==> src/rtl/r5p_bus_if.sv <==
// Simple valid/ready memory bus shared by SoC managers and subordinates.
// A transfer completes on vld && rdy; read data returns the following cycle.
interface r5p_bus_if #(
  parameter int AW = 32,
  parameter int DW = 32
);
  localparam int BW = DW / 8;

  logic          vld;
  logic          wen;
  logic [BW-1:0] ben;
  logic [AW-1:0] adr;
  logic [DW-1:0] wdt;
  logic [DW-1:0] rdt;
  logic          rdy;

  modport man (
    output vld, wen, ben, adr, wdt,
    input  rdt, rdy
  );

  modport sub (
    input  vld, wen, ben, adr, wdt,
    output rdt, rdy
  );
endinterface

==> src/rtl/r5p_soc_dma.sv <==
// Single-channel word-copy DMA manager: reads len words from src and writes
// them to dst in ascending order, one read and one write per word.
//
// state | meaning
// IDLE  | waiting for start, bus idle
// RD    | read request to src_reg outstanding
// RDW   | read data returning, captured into dbuf
// WR    | write request of dbuf to dst_reg outstanding
// FIN   | one-cycle done pulse
module r5p_soc_dma #(
  parameter int AW = 32,
  parameter int DW = 32,
  parameter int BW = DW / 8,
  parameter int LW = 16
) (
  input  logic          clk,
  input  logic          rst,
  input  logic          start,
  input  logic [AW-1:0] src,
  input  logic [AW-1:0] dst,
  input  logic [LW-1:0] len,
  output logic          busy,
  output logic          done,
  r5p_bus_if.man        bus
);
  localparam logic [2:0] IDLE = 3'd0;
  localparam logic [2:0] RD   = 3'd1;
  localparam logic [2:0] RDW  = 3'd2;
  localparam logic [2:0] WR   = 3'd3;
  localparam logic [2:0] FIN  = 3'd4;

  localparam logic [AW-1:0] STEP  = AW'(BW);
  localparam logic [AW-1:0] AMASK = ~(AW'(BW) - AW'(1));

  logic [2:0]    state;
  logic [AW-1:0] src_reg;
  logic [AW-1:0] dst_reg;
  logic [LW-1:0] cnt;
  logic [DW-1:0] dbuf;
  logic          wen_r;
  logic [BW-1:0] ben_r;
  logic [AW-1:0] adr_r;
  logic [DW-1:0] wdt_r;

  // Outputs are pure decodes of registered state; bus fields are registers
  // loaded on state entry so they stay stable while stalled.
  assign busy    = (state == RD) || (state == RDW) || (state == WR);
  assign done    = (state == FIN);
  assign bus.vld = (state == RD) || (state == WR);
  assign bus.wen = wen_r;
  assign bus.ben = ben_r;
  assign bus.adr = adr_r;
  assign bus.wdt = wdt_r;

  always_ff @(posedge clk) begin
    if (rst) begin
      state   <= IDLE;
      src_reg <= '0;
      dst_reg <= '0;
      cnt     <= '0;
      dbuf    <= '0;
      wen_r   <= 1'b0;
      ben_r   <= '0;
      adr_r   <= '0;
      wdt_r   <= '0;
    end else begin
      case (state)
        IDLE: begin
          if (start) begin
            src_reg <= src & AMASK;
            dst_reg <= dst & AMASK;
            cnt     <= len;
            if (len == '0) begin
              state <= FIN;
            end else begin
              state <= RD;
              adr_r <= src & AMASK;
              wen_r <= 1'b0;
              ben_r <= '1;
            end
          end
        end
        RD: begin
          if (bus.rdy) state <= RDW;
        end
        RDW: begin
          dbuf  <= bus.rdt;
          wdt_r <= bus.rdt;
          adr_r <= dst_reg;
          wen_r <= 1'b1;
          ben_r <= '1;
          state <= WR;
        end
        WR: begin
          if (bus.rdy) begin
            src_reg <= src_reg + STEP;
            dst_reg <= dst_reg + STEP;
            cnt     <= cnt - LW'(1);
            if (cnt == LW'(1)) begin
              state <= FIN;
            end else begin
              state <= RD;
              adr_r <= src_reg + STEP;
              wen_r <= 1'b0;
            end
          end
        end
        FIN: begin
          state <= IDLE;
        end
        default: begin
          state <= IDLE;
        end
      endcase
    end
  end

  // dbuf mirrors the captured word; wdt_r is the bus-facing copy.
  logic unused_dbuf;
  assign unused_dbuf = ^dbuf;
endmodule

==> src/flat_wrapper.sv <==
// flat-port wrapper written by rule: the top's interface ports become plain ports
module r5p_soc_dma_flat 
#(
  parameter int AW = 32,
  parameter int DW = 32,
  parameter int BW = DW / 8,
  parameter int LW = 16
)
  (clk, rst, start, src, dst, len, busy, done, bus_vld, bus_wen, bus_ben, bus_adr, bus_wdt, bus_rdt, bus_rdy);
  r5p_bus_if #(.AW(AW), .DW(DW)) bus_i ();
  input  logic clk;
  input  logic rst;
  input  logic start;
  input  logic [AW-1:0] src;
  input  logic [AW-1:0] dst;
  input  logic [LW-1:0] len;
  output logic busy;
  output logic done;
  output wire logic [$bits(bus_i.vld)-1:0] bus_vld;
  output wire logic [$bits(bus_i.wen)-1:0] bus_wen;
  output wire logic [$bits(bus_i.ben)-1:0] bus_ben;
  output wire logic [$bits(bus_i.adr)-1:0] bus_adr;
  output wire logic [$bits(bus_i.wdt)-1:0] bus_wdt;
  input wire logic [$bits(bus_i.rdt)-1:0] bus_rdt;
  input wire logic [$bits(bus_i.rdy)-1:0] bus_rdy;
  assign bus_vld = bus_i.vld;
  assign bus_wen = bus_i.wen;
  assign bus_ben = bus_i.ben;
  assign bus_adr = bus_i.adr;
  assign bus_wdt = bus_i.wdt;
  assign bus_i.rdt = bus_rdt;
  assign bus_i.rdy = bus_rdy;
  r5p_soc_dma #(.AW(AW), .DW(DW), .BW(BW), .LW(LW)) u_core (.clk(clk), .rst(rst), .start(start), .src(src), .dst(dst), .len(len), .busy(busy), .done(done), .bus(bus_i));
endmodule
==> config.mk <==
export PLATFORM = sky130hd
export DESIGN_NAME = r5p_soc_dma_flat
export DESIGN_NICKNAME = d
export VERILOG_FILES = /design/src/rtl/r5p_bus_if.sv /design/src/rtl/r5p_soc_dma.sv /design/src/flat_wrapper.sv
export SDC_FILE = /design/constraint.sdc
export NUM_CORES = 1
export LEC_CHECK = 0
export CORE_MARGIN = 5
export CORE_UTILIZATION = 46
export DETAILED_ROUTE_END_ITERATION = 7
export PLACE_DENSITY = 0.79
export SYNTH_ARGS = -nofsm -noshare
export SYNTH_HDL_FRONTEND = slang
export SYNTH_SLANG_ARGS = --single-unit
==> constraint.sdc <==
create_clock -name clk -period 2.1 [get_ports clk]
set_input_delay 0.63 -clock clk [delete_from_list [all_inputs] [get_ports clk]]
set_output_delay 0.63 -clock clk [all_outputs]
set_load 0.03 [all_outputs]
Word-level counts from Yosys, hierarchy flattened
Cells that the tools add are included.

cells by class
  equality and inequality tests = 10
  reduce and logical (&&, ||, !) cells = 12
  $add $sub $neg = 3
  muxes and demuxes = 28

operators by type and width
  cell                                                                   number
  32-bit two-way mux                                                     8
  32-bit one-hot mux with 2 select lines                                 2
  32-bit one-hot mux with 3 select lines                                 1
  32-bit by 3-bit adder with 32-bit output (second input constant)       2
  16-bit two-way mux                                                     2
  16-bit one-hot mux with 2 select lines                                 1
  16-bit by 1-bit == test with 1-bit output (second input constant)      1
  16-bit logical NOT                                                     1
  16-bit by 1-bit subtractor with 16-bit output (second input constant)  1
  3-bit two-way mux                                                      5
  3-bit one-hot mux with 4 select lines                                  1
  2-bit inequality test (second input constant)                          5
  3-bit AND reduction                                                    3
  4-bit two-way mux                                                      2
  4-bit one-hot mux with 2 select lines                                  1
  3-bit by 2-bit == test with 1-bit output (second input constant)       2
  5-bit AND reduction                                                    1
  1-bit two-way mux                                                      4
  2-bit nonzero test                                                     2
  3-bit by 1-bit == test with 1-bit output (second input constant)       1
  3-bit == test (second input constant)                                  1
  3-bit logical NOT                                                      1
  1-bit logical OR                                                       3
  1-bit one-hot mux with 3 select lines                                  1
  3-bit nonzero test                                                     1

storage, ports and cells
  input port bits = 116
  output and inout bits = 72
  flip-flop bits (word level) = 152
  logic and storage cells = 61

Logic depth before layout (Yosys ltp)
  depth in word-level cells = 4
  gate-level depth with buffers = 9
  mapped depth without buffers = 7

Least setup slack after synthesis
No wires, ideal clock.

  kind = in2reg
  start point = in start
  end point = reg u_core.dst_reg[5]
  data required time = 2.030 ns
  slack = -0.089 ns
  arrival = 2.118 ns
  setup time = 0.070 ns
  stages on the path = 6
  buffers on the path = 2
  cells stage by stage = or3b_2 > a21oi_1 > buf_2 > clkbuf_1 > o21ai_0 > a21oi_1

between the ends
  longest elaborated chain between the ends = 2

RTL lines
  what                             RTL line            RTL
  start: declaration               flat_wrapper.sv:13  input logic start;
  2-bit inequality test (no line)  --
  3-bit AND reduction (no line)    --
  end signal: assignment           r5p_soc_dma.sv:71   dst_reg <= dst & AMASK;
  end signal: assignment           r5p_soc_dma.sv:97   dst_reg <= dst_reg + STEP;
  end: declaration                 r5p_soc_dma.sv:37   logic [AW-1:0] dst_reg;

Every way passes these cells.
A chain may end at the register's enable or synchronous reset.

Final worst setup path
  start point = in bus_rdy
  end point = reg u_core.src_reg[14]

between the ends
  longest elaborated chain between the ends = 2

RTL lines
  what                             RTL line            RTL
  start: declaration               flat_wrapper.sv:25  input wire logic [$bits(bus_i.rdy)-1:0] bus_rdy;
  2-bit inequality test (no line)  --
  3-bit AND reduction (no line)    --
  end signal: assignment           r5p_soc_dma.sv:70   src_reg <= src & AMASK;
  end signal: assignment           r5p_soc_dma.sv:96   src_reg <= src_reg + STEP;
  end: declaration                 r5p_soc_dma.sv:36   logic [AW-1:0] src_reg;

Every way passes these cells.

==> Flow_metrics.wiki <==
{| class="wikitable"
! Metric !! Value
|-
| Run status || finished, violations left
|-
| Violated checks || negative setup slack
|-
| Port Buffer Count || between 150 and 200
|-
| Kind of end point of the critical path || register
|-
| Final Setup Violations || 1
|-
| Ys async rst share || 0
|-
| Clock transition at path regs || around 0.06 ns
|-
| Site row count || 48
|-
| Register-to-register setup slack || 0 ns
|-
| Number of detailed-routing iterations run before antenna repair || 6
|-
| Top post-synthesis cells by area || sky130_fd_sc_hd__dfxtp_1 35%, sky130_fd_sc_hd__a21oi_1 8.5%, sky130_fd_sc_hd__nand2_1 6.7%
|-
| RePlAce Congestion || 0.9299
|-
| I/O Pins || between 150 and 200
|-
| Clock tree root buffer cell || sky130_fd_sc_hd__clkbuf_16
|-
| Pre-CTS setup slack || -0.6490 ns
|-
| Classification of the worst-slack hold path || reg2reg
|-
| Number of vias in the routed layout || between 10000 and 15000
|-
| Average footprint of a synthesized cell || ~7.4 um2
|-
| Leakage power total || ~4.8 nW
|-
| Fmax || roughly 0.47 GHz
|-
| Final critical path time including I/O delays and setup || roughly 2.1 ns
|-
| Ys Warns || 0
|-
| Overall die area || approximately 21000 um2
|-
| Maximum number of buffers from clock root to sink || 2
|-
| Most frequent cells in the layout || 146 x sky130_fd_sc_hd__nand2_1, 141 x sky130_fd_sc_hd__dfxtp_1, 132 x sky130_fd_sc_hd__clkdlybuf4s50_1, 131 x sky130_fd_sc_hd__a21oi_1, 118 x sky130_fd_sc_hd__buf_4
|-
| Hpwl dp || approximately 21 mm
|-
| Routed len/inst || between 15 and 20 um
|-
| Largest vdd supply drop || ~650 uV
|-
| Top-area cell type share of the netlist area || 0.3521
|-
| Initial antenna violation count || 0
|-
| Maximum fanout along the worst path || 13
|-
| Setup repair after global routing missed its margin || true
|-
| Pins over their slew limit || 0
|-
| Starting DRT DRC Count || between 1000 and 1500
|-
| Transition time at the pin with the least slew margin || 0.6698 ns
|-
| Layout-stage area growth over the synthesis result || 50.87%
|-
| Flip-flop and latch count after synthesis || 144
|-
| Final setup margin || -0.01615 ns
|-
| Clock latency on the worst-skew pair || approximately 0.43 ns
|-
| Wire length of the first global-routing pass || 47.09 mm
|-
| CTS tree || built
|-
| Final hold slack || between 0.4 and 0.5 ns
|-
| Most used DFF post-synth || sky130_fd_sc_hd__dfxtp_1
|-
| Total inserted antenna cells || 0
|-
| Startpoint types || input pin
|-
| CTS Buf Count || 17
|-
| Number of flip-flops under the largest register name || 32
|-
| Starting Density || 0.4717
|-
| Total length of routed wires || 31.49 mm
|-
| Clock skew after layout || 0.007199 ns
|-
| Min-delay src || u_core.bus.wdt[19]
|-
| Worst slew margin || 0.5534
|-
| Origin of the critical flop-to-flop path || u_core.cnt[10]
|-
| Arrival time of the worst setup path || 2.40 ns
|-
| H-tree level count || 4
|-
| Endpoint required time on the critical path || 2.39 ns
|-
| Part of the total power dissipated in combinational logic || 0.276
|-
| Total negative slack || -0.01615 ns
|-
| Ratio of cells with drive above 1 in the final layout || 0.1923
|-
| Net count after synthesis || approximately 1200
|-
| Overall global routing resource usage || 0.2827
|-
| Netlist cell types || 65
|-
| Leftover overflow at the end of global routing || 0
|-
| Final critical-path share of the clock period || 1.008
|-
| Post-synth EDFFs || 0
|-
| Pwr per Cell Area || ~720 nW/um2
|-
| Share of the yosys chip area belonging to registers || 0.3521
|-
| Post-synth design cell area || ~8000 um2
|-
| Most common cell after layout, fill and taps aside || sky130_fd_sc_hd__nand2_1
|-
| Total clock sinks || about 140
|-
| Switch Pwr || 2.756 mW
|-
| Pint || 6.108 mW
|-
| Vias in the first global route || around 9000
|-
| Beginning of the critical path || bus_rdy
|-
| Fraction of power consumed by sequential logic || 0.362
|-
| Max-cap violations || 0
|-
| Category of the most critical setup path || in2reg
|-
| Number of hold-repair buffers added at the cts stage || 0
|-
| Fraction of power spent switching nets || 0.3109
|-
| Leading area contributor after synthesis || sky130_fd_sc_hd__dfxtp_1
|-
| Via density per instance || approximately 6.3
|-
| Hold violation count in the final report || 0
|-
| Number of standard cells after synthesis || between 1000 and 1500
|-
| Clock share of power || 0.362
|-
| Horiz. Die Dim || ~140 um
|-
| Pin count of the biggest net entering global routing || 135
|-
| Die outline height || around 140 um
|-
| Floorplan core area || between 15000 and 20000 um2
|-
| Final net count || around 1500
|-
| Antenna Nets Post-Route || 0
|-
| Post-detailed-route DRC marker count || 0
|}
==> power by group through the flow <==
stage                     clock network [mW]  logic (mW)  registers [mW]
after floorplan                            0       0.964            3.40
after global placement                     0        2.15            3.24
after detailed placement                   0        2.18            3.24
after CTS                               3.23        2.24            3.19
after global routing                    3.36        2.61            3.23
final                                   3.21        2.45            3.21
==> per-layer routing <==
metal | wire length (um) | up-vias | GRT usage
li1 | - | 4585 | -
met2 | 14410 | 688 | 0.4598
met4 | 1296 | 0 | 0.1051
met3 | 3604 | 120 | 0.05890
met1 | 12180 | 4617 | 0.3710
met5 | 0 | - | 0
==> critical path, cell delays in order <==
cell	delay (ns)
sky130_fd_sc_hd__clkdlybuf4s50_1	0.53
sky130_fd_sc_hd__nand3_2	0.19
sky130_fd_sc_hd__a21oi_4	0.25
sky130_fd_sc_hd__buf_12	0.14
sky130_fd_sc_hd__buf_12	0.12
sky130_fd_sc_hd__buf_12	0.14
sky130_fd_sc_hd__o21ai_0	0.11
sky130_fd_sc_hd__a22oi_1	0.22
sky130_fd_sc_hd__nor2_1	0.07
==> cells in the mapped netlist (10+ instances only) <==
cell,number
sky130_fd_sc_hd__nor3_1,37
sky130_fd_sc_hd__buf_2,10
sky130_fd_sc_hd__nand4_1,21
sky130_fd_sc_hd__xnor2_1,10
sky130_fd_sc_hd__nor4_1,23
sky130_fd_sc_hd__nor3b_1,12
sky130_fd_sc_hd__o21ai_0,84
sky130_fd_sc_hd__and2_1,17
sky130_fd_sc_hd__a21o_1,16
sky130_fd_sc_hd__a21oi_1,139
sky130_fd_sc_hd__dfxtp_1,144
sky130_fd_sc_hd__or3_1,10
sky130_fd_sc_hd__nand2_1,146
sky130_fd_sc_hd__clkbuf_1,89
sky130_fd_sc_hd__a211oi_1,29
sky130_fd_sc_hd__nand3_1,32
sky130_fd_sc_hd__a31oi_1,17
sky130_fd_sc_hd__inv_1,16
sky130_fd_sc_hd__and4_1,13
sky130_fd_sc_hd__and3_1,13
sky130_fd_sc_hd__a311oi_1,29
sky130_fd_sc_hd__nor2_1,63
==> metrics by stage <==
step	util	power, mW	cells	cell area (um2)
2_1_floorplan	-	4.361	1104	8197
3_3_place_gp	0.6399	5.384	1534	11110
3_5_place_dp	0.6399	5.420	1534	11110
4_1_cts	0.6860	8.664	1571	11910
5_1_grt	0.7117	9.204	1582	12350
6_report	0.7117	8.865	1582	12350
==> cell type report <==
type                       count  area (um2)
inverter                      16       60.06
tap                          225       281.5
clock buffer                  17       425.4
fill                        1304        5004
sequential                   144        2887
clock inverter                15       193.9
multi-input combinational    834        5155
timing repair buffer         331        3351
==> worst paths after layout <==
kind | cells past startpoint | endpoint
hold / removal | 2 | u_core.bus.wdt[19]
hold reg to reg | 2 | u_core.bus.wdt[19]
setup / recovery | 9 | u_core.src_reg[14]
setup reg to reg | 7 | u_core.bus.adr[9]
==> kinds of logic (layout without fill, tap and decap cells) <==
group,after synthesis,count (layout),synth area share
buf+inv,127,379,0.06204
compound gates,391,392,0.3018
xor+xnor,14,14,0.01497
mux,7,7,0.008558
flops,144,144,0.3521
fa+ha+maj,4,4,0.006113
simple gates,417,417,0.2544
==> timing repair <==
item,4_1_cts,5_1_grt
hold endpoints to repair,0,0
resized for setup,52,70
setup buffers,2,8
pin swaps,9,12
setup endpoints to repair,95,92
gates cloned,3,3
(Power assumes the default switching activity.)
